==> config.mk <==
export PLATFORM = sky130hd
export DESIGN_NAME = c_dcache
export DESIGN_NICKNAME = d
export VERILOG_FILES = /design/src/rtl/c_dcache_pkg.sv /design/src/rtl/c_dcache_data.sv /design/src/rtl/c_dcache.sv
export SDC_FILE = /design/constraint.sdc
export NUM_CORES = 2
export LEC_CHECK = 0
export CAP_MARGIN = 20
export CORE_MARGIN = 2
export CORE_UTILIZATION = 58
export DETAILED_ROUTE_END_ITERATION = 8
export PLACE_DENSITY_LB_ADDON = 0.12
export SLEW_MARGIN = 5
export SYNTH_ARGS = -nofsm -noshare
export SYNTH_HDL_FRONTEND = slang
export SYNTH_SLANG_ARGS = --single-unit
==> constraint.sdc <==
create_clock -name clock -period 4.8 [get_ports clock]
set_input_delay 0.48 -clock clock [delete_from_list [all_inputs] [get_ports clock]]
set_output_delay 0.48 -clock clock [all_outputs]
set_load 0.005 [all_outputs]
==> src/rtl/c_dcache_pkg.sv <==
// Shared definitions for the C-stage data cache: default geometry, FSM state
// encoding and small arithmetic helpers.
package c_dcache_pkg;

    localparam int DEF_LINES  = 16;
    localparam int DEF_WPL    = 4;
    localparam int DEF_ADDR_W = 32;
    localparam int DATA_W     = 32;
    localparam int STRB_W     = DATA_W / 8;

    typedef enum logic [2:0] {
        S_IDLE        = 3'd0,
        S_COMPARE     = 3'd1,
        S_REFILL_REQ  = 3'd2,
        S_REFILL_WAIT = 3'd3,
        S_WRITE_REQ   = 3'd4,
        S_WRITE_WAIT  = 3'd5
    } state_t;

    function automatic logic [31:0] sat_inc(input logic [31:0] v);
        return (v == 32'hFFFF_FFFF) ? v : v + 32'd1;
    endfunction

endpackage

==> src/rtl/c_dcache_data.sv <==
// Data store for the cache: one word per entry, combinational read port and a
// byte-enabled synchronous write port.
module c_dcache_data
    import c_dcache_pkg::*;
#(
    parameter int DEPTH = DEF_LINES * DEF_WPL,
    parameter int AW    = $clog2(DEF_LINES * DEF_WPL)
) (
    input  logic              clock,
    input  logic              i_we,
    input  logic [AW-1:0]     i_waddr,
    input  logic [DATA_W-1:0] i_wdata,
    input  logic [STRB_W-1:0] i_wstrb,
    input  logic [AW-1:0]     i_raddr,
    output logic [DATA_W-1:0] o_rdata
);

    logic [DATA_W-1:0] r_mem [DEPTH];

    always_ff @(posedge clock) begin
        if (i_we) begin
            for (int b = 0; b < STRB_W; b++) begin
                if (i_wstrb[b]) begin
                    r_mem[i_waddr][8*b +: 8] <= i_wdata[8*b +: 8];
                end
            end
        end
    end

    assign o_rdata = r_mem[i_raddr];

endmodule

==> src/rtl/c_dcache.sv <==
// Direct-mapped, write-through, no-write-allocate blocking data cache for the
// C stage. Tags, valid bits and the control FSM live here; words live in c_dcache_data.
module c_dcache
    import c_dcache_pkg::*;
#(
    parameter int LINES          = DEF_LINES,
    parameter int WORDS_PER_LINE = DEF_WPL,
    parameter int ADDR_W         = DEF_ADDR_W
) (
    input  logic              clock,
    input  logic              reset,
    input  logic              req_valid,
    output logic              req_ready,
    input  logic              req_is_load,
    input  logic              req_is_store,
    input  logic [ADDR_W-1:0] req_addr,
    input  logic [DATA_W-1:0] req_wdata,
    input  logic [STRB_W-1:0] req_wstrb,
    output logic              resp_valid,
    output logic [DATA_W-1:0] resp_rdata,
    output logic              mem_req_valid,
    input  logic              mem_req_ready,
    output logic              mem_req_we,
    output logic [ADDR_W-1:0] mem_addr,
    output logic [DATA_W-1:0] mem_wdata,
    output logic [STRB_W-1:0] mem_wstrb,
    input  logic              mem_resp_valid,
    input  logic [DATA_W-1:0] mem_rdata,
    output logic [31:0]       hit_count,
    output logic [31:0]       miss_count,
    output state_t            dbg_state
);

    localparam int OFF_W  = $clog2(WORDS_PER_LINE);
    localparam int IDX_W  = $clog2(LINES);
    localparam int TAG_W  = ADDR_W - OFF_W - IDX_W - 2;
    localparam int IDX_LO = 2 + OFF_W;
    localparam int TAG_LO = IDX_LO + IDX_W;
    localparam int DA_W   = IDX_W + OFF_W;

    // Handshakes: a transfer happens on a posedge where valid && ready; the
    // initiator holds valid and payload stable until that edge.

    state_t              r_state;
    state_t              w_next_state;
    logic [ADDR_W-1:2]   r_word_addr;
    logic [DATA_W-1:0]   r_wdata;
    logic [STRB_W-1:0]   r_wstrb;
    logic                r_is_load;
    logic                r_is_store;
    logic [OFF_W-1:0]    r_cnt;
    logic [LINES-1:0]    r_valid;
    logic [TAG_W-1:0]    r_tag [LINES];
    logic                r_resp_valid;
    logic [DATA_W-1:0]   r_resp_rdata;
    logic [31:0]         r_hit_count;
    logic [31:0]         r_miss_count;

    logic [OFF_W-1:0]    w_off;
    logic [IDX_W-1:0]    w_idx;
    logic [TAG_W-1:0]    w_tag;
    logic                w_hit;
    logic                w_last;
    logic                w_is_mem_op;
    logic [DATA_W-1:0]   w_rd_data;
    logic [DATA_W-1:0]   w_refill_word;
    logic                w_dwe;
    logic [DA_W-1:0]     w_dwaddr;
    logic [DATA_W-1:0]   w_dwdata;
    logic [STRB_W-1:0]   w_dwstrb;
    logic                w_unused_addr_lsbs;

    assign w_unused_addr_lsbs = &{1'b0, req_addr[1:0]};

    assign w_off       = r_word_addr[IDX_LO-1:2];
    assign w_idx       = r_word_addr[TAG_LO-1:IDX_LO];
    assign w_tag       = r_word_addr[ADDR_W-1:TAG_LO];
    assign w_hit       = r_valid[w_idx] && (r_tag[w_idx] == w_tag);
    assign w_last      = (r_cnt == OFF_W'(WORDS_PER_LINE - 1));
    assign w_is_mem_op = r_is_load | r_is_store;

    // On the last refill beat the requested word may still be on the bus.
    assign w_refill_word = (w_off == r_cnt) ? mem_rdata : w_rd_data;

    c_dcache_data #(
        .DEPTH (LINES * WORDS_PER_LINE),
        .AW    (DA_W)
    ) u_data (
        .clock   (clock),
        .i_we    (w_dwe),
        .i_waddr (w_dwaddr),
        .i_wdata (w_dwdata),
        .i_wstrb (w_dwstrb),
        .i_raddr ({w_idx, w_off}),
        .o_rdata (w_rd_data)
    );

    always_comb begin
        w_next_state  = r_state;
        mem_req_valid = 1'b0;
        mem_req_we    = 1'b0;
        mem_addr      = '0;
        mem_wdata     = '0;
        mem_wstrb     = '0;
        w_dwe         = 1'b0;
        w_dwaddr      = '0;
        w_dwdata      = '0;
        w_dwstrb      = '0;
        case (r_state)
            S_IDLE: begin
                if (req_valid) w_next_state = S_COMPARE;
            end
            S_COMPARE: begin
                if (r_is_store) begin
                    w_dwe        = w_hit;
                    w_dwaddr     = {w_idx, w_off};
                    w_dwdata     = r_wdata;
                    w_dwstrb     = r_wstrb;
                    w_next_state = S_WRITE_REQ;
                end else if (r_is_load && !w_hit) begin
                    w_next_state = S_REFILL_REQ;
                end else begin
                    w_next_state = S_IDLE;
                end
            end
            S_REFILL_REQ: begin
                mem_req_valid = 1'b1;
                mem_addr      = {w_tag, w_idx, r_cnt, 2'b00};
                if (mem_req_ready) w_next_state = S_REFILL_WAIT;
            end
            S_REFILL_WAIT: begin
                if (mem_resp_valid) begin
                    w_dwe        = 1'b1;
                    w_dwaddr     = {w_idx, r_cnt};
                    w_dwdata     = mem_rdata;
                    w_dwstrb     = '1;
                    w_next_state = w_last ? S_IDLE : S_REFILL_REQ;
                end
            end
            S_WRITE_REQ: begin
                mem_req_valid = 1'b1;
                mem_req_we    = 1'b1;
                mem_addr      = {r_word_addr, 2'b00};
                mem_wdata     = r_wdata;
                mem_wstrb     = r_wstrb;
                if (mem_req_ready) w_next_state = S_WRITE_WAIT;
            end
            S_WRITE_WAIT: begin
                if (mem_resp_valid) w_next_state = S_IDLE;
            end
            default: w_next_state = S_IDLE;
        endcase
    end

    always_ff @(posedge clock) begin
        if (!reset) begin
            r_state      <= S_IDLE;
            r_word_addr  <= '0;
            r_wdata      <= '0;
            r_wstrb      <= '0;
            r_is_load    <= 1'b0;
            r_is_store   <= 1'b0;
            r_cnt        <= '0;
            r_valid      <= '0;
            r_resp_valid <= 1'b0;
            r_resp_rdata <= '0;
            r_hit_count  <= '0;
            r_miss_count <= '0;
        end else begin
            r_state      <= w_next_state;
            r_resp_valid <= 1'b0;
            case (r_state)
                S_IDLE: begin
                    if (req_valid) begin
                        r_word_addr <= req_addr[ADDR_W-1:2];
                        r_wdata     <= req_wdata;
                        r_wstrb     <= req_wstrb;
                        r_is_store  <= req_is_store;
                        r_is_load   <= req_is_load & ~req_is_store;
                    end
                end
                S_COMPARE: begin
                    if (w_is_mem_op) begin
                        if (w_hit) r_hit_count  <= sat_inc(r_hit_count);
                        else       r_miss_count <= sat_inc(r_miss_count);
                    end
                    if (r_is_load) begin
                        if (w_hit) begin
                            r_resp_valid <= 1'b1;
                            r_resp_rdata <= w_rd_data;
                        end else begin
                            r_valid[w_idx] <= 1'b0;
                            r_cnt          <= '0;
                        end
                    end else if (!r_is_store) begin
                        r_resp_valid <= 1'b1;
                        r_resp_rdata <= '0;
                    end
                end
                S_REFILL_WAIT: begin
                    if (mem_resp_valid) begin
                        if (w_last) begin
                            r_valid[w_idx] <= 1'b1;
                            r_resp_valid   <= 1'b1;
                            r_resp_rdata   <= w_refill_word;
                        end else begin
                            r_cnt <= r_cnt + OFF_W'(1);
                        end
                    end
                end
                S_WRITE_WAIT: begin
                    if (mem_resp_valid) begin
                        r_resp_valid <= 1'b1;
                        r_resp_rdata <= '0;
                    end
                end
                default: ;
            endcase
        end
    end

    // Tags need no reset: a line is only trusted once its valid bit is set.
    always_ff @(posedge clock) begin
        if (r_state == S_REFILL_WAIT && mem_resp_valid && w_last) begin
            r_tag[w_idx] <= w_tag;
        end
    end

    assign req_ready  = (r_state == S_IDLE);
    assign resp_valid = r_resp_valid;
    assign resp_rdata = r_resp_rdata;
    assign hit_count  = r_hit_count;
    assign miss_count = r_miss_count;
    assign dbg_state  = r_state;

endmodule
# Word-level counts from Yosys, hierarchy flattened
# Memory sizes are Yosys's and may differ from the RTL's. A register that Yosys moved wholly into a read port is not among the register bits.
# Cells that the tools add are included.
classes:
  addsub: 3
  reduce_logical: 17
  order_cmp: 2
  muxes: 72
  multipliers: 0
  n_bitwise: 9
  n_eq_ne: 21
  n_div: 0
  n_shift: 0
op_table:
  columns: ["op", "count"]
  rows:
  - ["32-bit two-way mux", 10]
  - ["32-bit one-hot mux with 2 select lines", 2]
  - ["32-bit one-hot mux with 3 select lines", 1]
  - ["32-bit by 1-bit adder with 32-bit output, second input constant", 2]
  - ["32-bit equality test, second input constant", 2]
  - ["16-bit two-way mux", 4]
  - ["16-bit one-hot mux with 2 select lines", 1]
  - ["1-bit two-way mux", 25]
  - ["24-bit equality test", 1]
  - ["6-bit two-way mux", 4]
  - ["4-bit two-way mux", 5]
  - ["3-bit two-way mux", 6]
  - ["2-bit != test, second input constant", 9]
  - ["3-bit one-hot mux with 6 select lines", 1]
  - ["16-bit AND", 1]
  - ["16-bit NOT", 1]
  - ["16-bit bitwise OR", 1]
  - ["5-bit AND reduction", 3]
  - ["2-bit two-way mux", 6]
  - ["6-bit one-hot mux with 2 select lines", 1]
  - ["4-bit one-hot mux with 2 select lines", 1]
  - ["4-bit AND reduction", 2]
  - ["3-bit by 2-bit equality test with 1-bit output, second input constant", 2]
  - ["3-bit equality test, second input constant", 2]
  - ["other kinds (23)", 31]
word_totals:
  output_inout_bits: 171
  romBits: 0
  ramBits: 2432
  n_memories: 2
  latchBits: 0
  input_bits: 107
  register_bits: 186
memory_table:
  columns: ["name", "depth", "width", "rd", "rd_clocked_by_memory_dff", "write_ports", "line", "rtl"]
  rows:
  - ["u_data.r_mem", 64, 32, 1, 1, 1, "c_dcache_data.sv:18", "logic [DATA_W-1:0] r_mem [DEPTH];"]
  - ["r_tag", 16, 24, 1, 1, 1, "c_dcache.sv:53", "logic [TAG_W-1:0] r_tag [LINES];"]

# Longest topological paths before layout
depth:
  word_depth: 9
  depth_mapped: 17

# Hierarchy
# Synthesis repeated with hierarchy kept, for this count alone.
unflattened:
  cells_unflattened: 5389
  hier_area_um2: 103429.2
modules_own_cells:
  columns: ["module", "seq_area_each_um2", "cells_per_inst", "area_each_um2", "instances"]
  rows:
  - ["c_dcache_data", 61499.0, 3544, 79130.9, 1]
  - ["c_dcache", 15334.7, 1845, 24298.3, 1]

# Worst setup path before layout
# OpenSTA, ideal clock, no wires.
synth_path:
  path_type: "register -> register"
  start: "register (tool-made name)"
  end: "memory u_data.r_mem[11][10] (enable)"
  arrival_ps: 3826
  required_time_ps: 4417
  period_less_slack_ps: 4209
  setup_slack_ps: 591
  setup_ps: 383
  path_stages_with_launch: 16
  path_cell_list: "dfxtp_1 -> buf_2 -> buf_2 -> buf_2 -> mux4_2 -> mux2i_1 -> xor2_1 -> nor2_1 -> a2111oi_0 -> nand4_1 -> nor4_4 -> and2_1 -> buf_4 -> a21oi_2 -> buf_2 -> nor3_1"
synth_rtl:
  columns: ["item", "line"]
  rows:
  - ["to (decl)", "c_dcache_data.sv:18"]

==> impl_metrics.json <==
{
  "cp.arrival_ps": 5190,
  "globalRouteOverflowTotal": 0,
  "finalWirelength_um": 264000,
  "cp_common_cell": "buf_4",
  "cp_num_buf_inv": 5,
  "setup_viol": 0,
  "fin_worst_skew_ps": 46.8,
  "place_inst": 8023,
  "final_common_cell": "edfxtp_1",
  "grt_util_all_layers_pct": 29.3,
  "period_minus_slack_ps": 4580,
  "critPathTopFamily": "simple AND/OR/NAND/NOR gates",
  "yosys_warnings": 0,
  "drt-wirelength-per-cell_um": 31.0,
  "hold_class": "input pin to register",
  "drt-pass1-iter-count": 8,
  "hpwl_um": 163000,
  "slowest_delay_ps": 630,
  "clk_path_buf_depth": 4,
  "critPathKind": "register to register",
  "min_period_over_period_pct": 95.3,
  "synthToLayoutAreaGrowth_pct": 17.2,
  "grt_pass1_vias": 54300,
  "r2r_cells": 13,
  "dpl_worst_slack_ps": -210,
  "drive_above_1_share_pct": 28.2,
  "drv_cap": 0,
  "ir_worst_vdd_mv": 0.360,
  "start_kind": "register",
  "antenna_found_initial": 8,
  "synth-edff-count": 2432,
  "cp_num_cells": 13,
  "clkTransAtPathRegs_ps": 60,
  "root_buffer": "clkbuf_16",
  "critPathMaxFanout": 34,
  "synth.distinct_cells": 77,
  "leakagePower_nw": 43.2,
  "crit_chain": "buf_4 -> mux4_2 -> nor3_1 -> a31oi_1 -> or4_1 -> nor4_4 -> buf_4 -> and2_1 -> buf_4 -> a21oi_4 -> buf_12 -> nor3_1 -> buf_4",
  "max_clock_freq_mhz": 219,
  "syn_avg_cell_area_um2": 19.9,
  "fin_area_um2": 122000,
  "post-route-util_pct": 68.3,
  "htreeDepth": 5,
  "cts.sinks": 2624,
  "hold_viol": 0,
  "ys_async_sr_fraction_pct": 0,
  "initialDrtViolationCount": 6998,
  "dieArea_um2": 182000,
  "p_per_area_nw_per_um2": 393,
  "syn_area_um2": 104000,
  "postSynthCellCount": 5199,
  "num_io_pins": 278,
  "cts_tree": "yes",
  "grt_pass1_wl_um": 381000,
  "tns_ps": 0,
  "cp_slowest_cell": "or4_1",
  "vias_per_cell": 6.45,
  "rows": 155,
  "core_um2": 178000,
  "io_buffers": 273,
  "synth_seq_area_share_pct": 74.1,
  "layout_setup_ws_ps": 225,
  "die_h_um": 427,
  "reg2reg_slack_ps": 220,
  "rr_endpoint": "u_data.r_mem[59][24]$_DFFE_PP_",
  "cts_buffers": 282,
  "relSlewSlack_pct": 25.4,
  "tightestPinTransition_ps": 1120,
  "status": "completed",
  "setup.worst_path.end": "u_data.r_mem[59][24]$_DFFE_PP_",
  "n_fill_cell": 11300,
  "ys.flop_type": "edfxtp_1",
  "vias": 54900,
  "antenna_left": 0,
  "place.gp.congestion": 0.833,
  "grt_max_degree": 83,
  "initial_utilization_pct": 58.2,
  "die_w_um": 427,
  "rsz0062_at_grt": "no",
  "synth-seq-cells": 2624,
  "cp.required_ps": 5420,
  "crit_path_end_kind": "register",
  "drv_slew": 0,
  "fin_nets": 6075,
  "place_area_um2": 113000,
  "clk_latency_ps": 930,
  "final_cell_mix": "edfxtp_1, mux4_2, buf_4",
  "drc": 0,
  "final_cells": 8510
}
-- worst min path at each step --
stage | start | endpoint | slack [ps] | cells after the start
after global placement | resp_rdata[24]$_SDFFE_PN0P_ | resp_rdata[24]$_SDFFE_PN0P_ | 440 | 2
after CTS | req_wdata[7] | r_wdata[7]$_SDFFE_PN0P_ | 50 | 3
after global routing | req_wdata[31] | r_wdata[31]$_SDFFE_PN0P_ | 80 | 3
after detailed placement | resp_rdata[28]$_SDFFE_PN0P_ | resp_rdata[28]$_SDFFE_PN0P_ | 450 | 2
final | req_wdata[31] | r_wdata[31]$_SDFFE_PN0P_ | 100 | 3
after floorplan | register | register | 430 | 2
-- stage by stage --
| stage | power (mW) | hold WS [ps] |
|---|---|---|
| floorplan | 26.8 | 432 |
| detailed placement | 27.6 | 449 |
| finish | 47.8 | 98.8 |
| global route | 49.1 | 81.6 |
| global placement | 27.6 | 443 |
| CTS | 48.1 | 46.4 |
-- sequential cells by signal, indices dropped and copies added, names as in the netlist, named ones only --
signal,cells
r_is_load,1
r_wdata,32
r_word_addr,30
r_cnt,2
miss_count,32
r_is_store,1
resp_rdata,32
hit_count,32
r_wstrb,4
u_data.r_mem,2048
resp_valid,1
r_tag,384
dbg_state,3
-- power breakdown --
group	switching [mW]	leakage (nW)	internal, mW
clock	8.48	4.20	12.2
combinational	1.28	10.6	0.983
sequential	0.116	28.3	24.8
total	9.88	43.2	37.9
-- logic make-up after synthesis --
logic type	share of synthesized area (%)
AO/OA/AOI/OAI	2.09
XOR/XNOR	0.490
adder cells (fa/ha/maj)	0.0362
buffers and inverters	1.45
flip-flops	74.1
multiplexers	17.4
other	0.00362
AND/OR/NAND/NOR	4.38
-- cells in the mapped netlist (10+ instances only) --
cell type,number,area share [%]
edfxtp_1,2432,70
mux4_2,727,16
nand2_1,289,1.0
clkbuf_1,231,0.84
nor2_1,220,0.80
dfxtp_1,192,3.7
mux2i_1,150,1.4
nor3_1,126,0.61
and2_1,107,0.65
a21oi_1,89,0.43
o21ai_0,58,0.28
buf_2,48,0.23
nor2b_1,43,0.26
a22o_1,39,0.33
nand3_1,38,0.18
xnor2_1,36,0.30
a211oi_1,35,0.25
nand2b_1,35,0.21
buf_1,30,0.11
xor2_1,22,0.19
and3_1,19,0.11
nor4_1,18,0.11
inv_1,17,0.062
buf_4,16,0.12
mux2_2,15,0.16
nand4_1,14,0.084
a221oi_1,13,0.11
o41ai_1,13,0.11
a31oi_1,11,0.066
a22oi_1,10,0.072
-- tightest hold or removal path: cells and delay by family --
family | cells | cell delay, ps
buffers and inverters | 1 | 390
and+or+nand+nor | 1 | 60
AOI/OAI and AO/OA | 1 | 50
-- what timing repair did --
action,in CTS,in global routing
gates resized for setup,1,2
hold endpoints to repair,25,0
pin swaps,0,1
hold buffers,1,0
endpoints found under the setup margin,1482,1352
setup buffers,5,2
-- layout make-up --
class,count,area (um^2),area share [%]
repair buffers,813,7430,6.11
flip-flops and latches,2624,76900,63.3
diodes,5,12.5,0.0103
clock buffers,351,7520,6.19
clock inverters,118,1110,0.913
inverters,19,73.8,0.0607
well taps,2355,2950,2.42
multi-input cells,2225,25500,21.0
-- layer usage --
layer	track usage (%)	share of wire, %	up-vias
met4	9.89	3.3	14
met2	45.5	48	2653
met1	41.9	39	29000
met3	6.51	9.2	406
li1	-	-	22800
met5	0.529	0.036	-
Note: power is estimated with default switching activity, not from simulation.
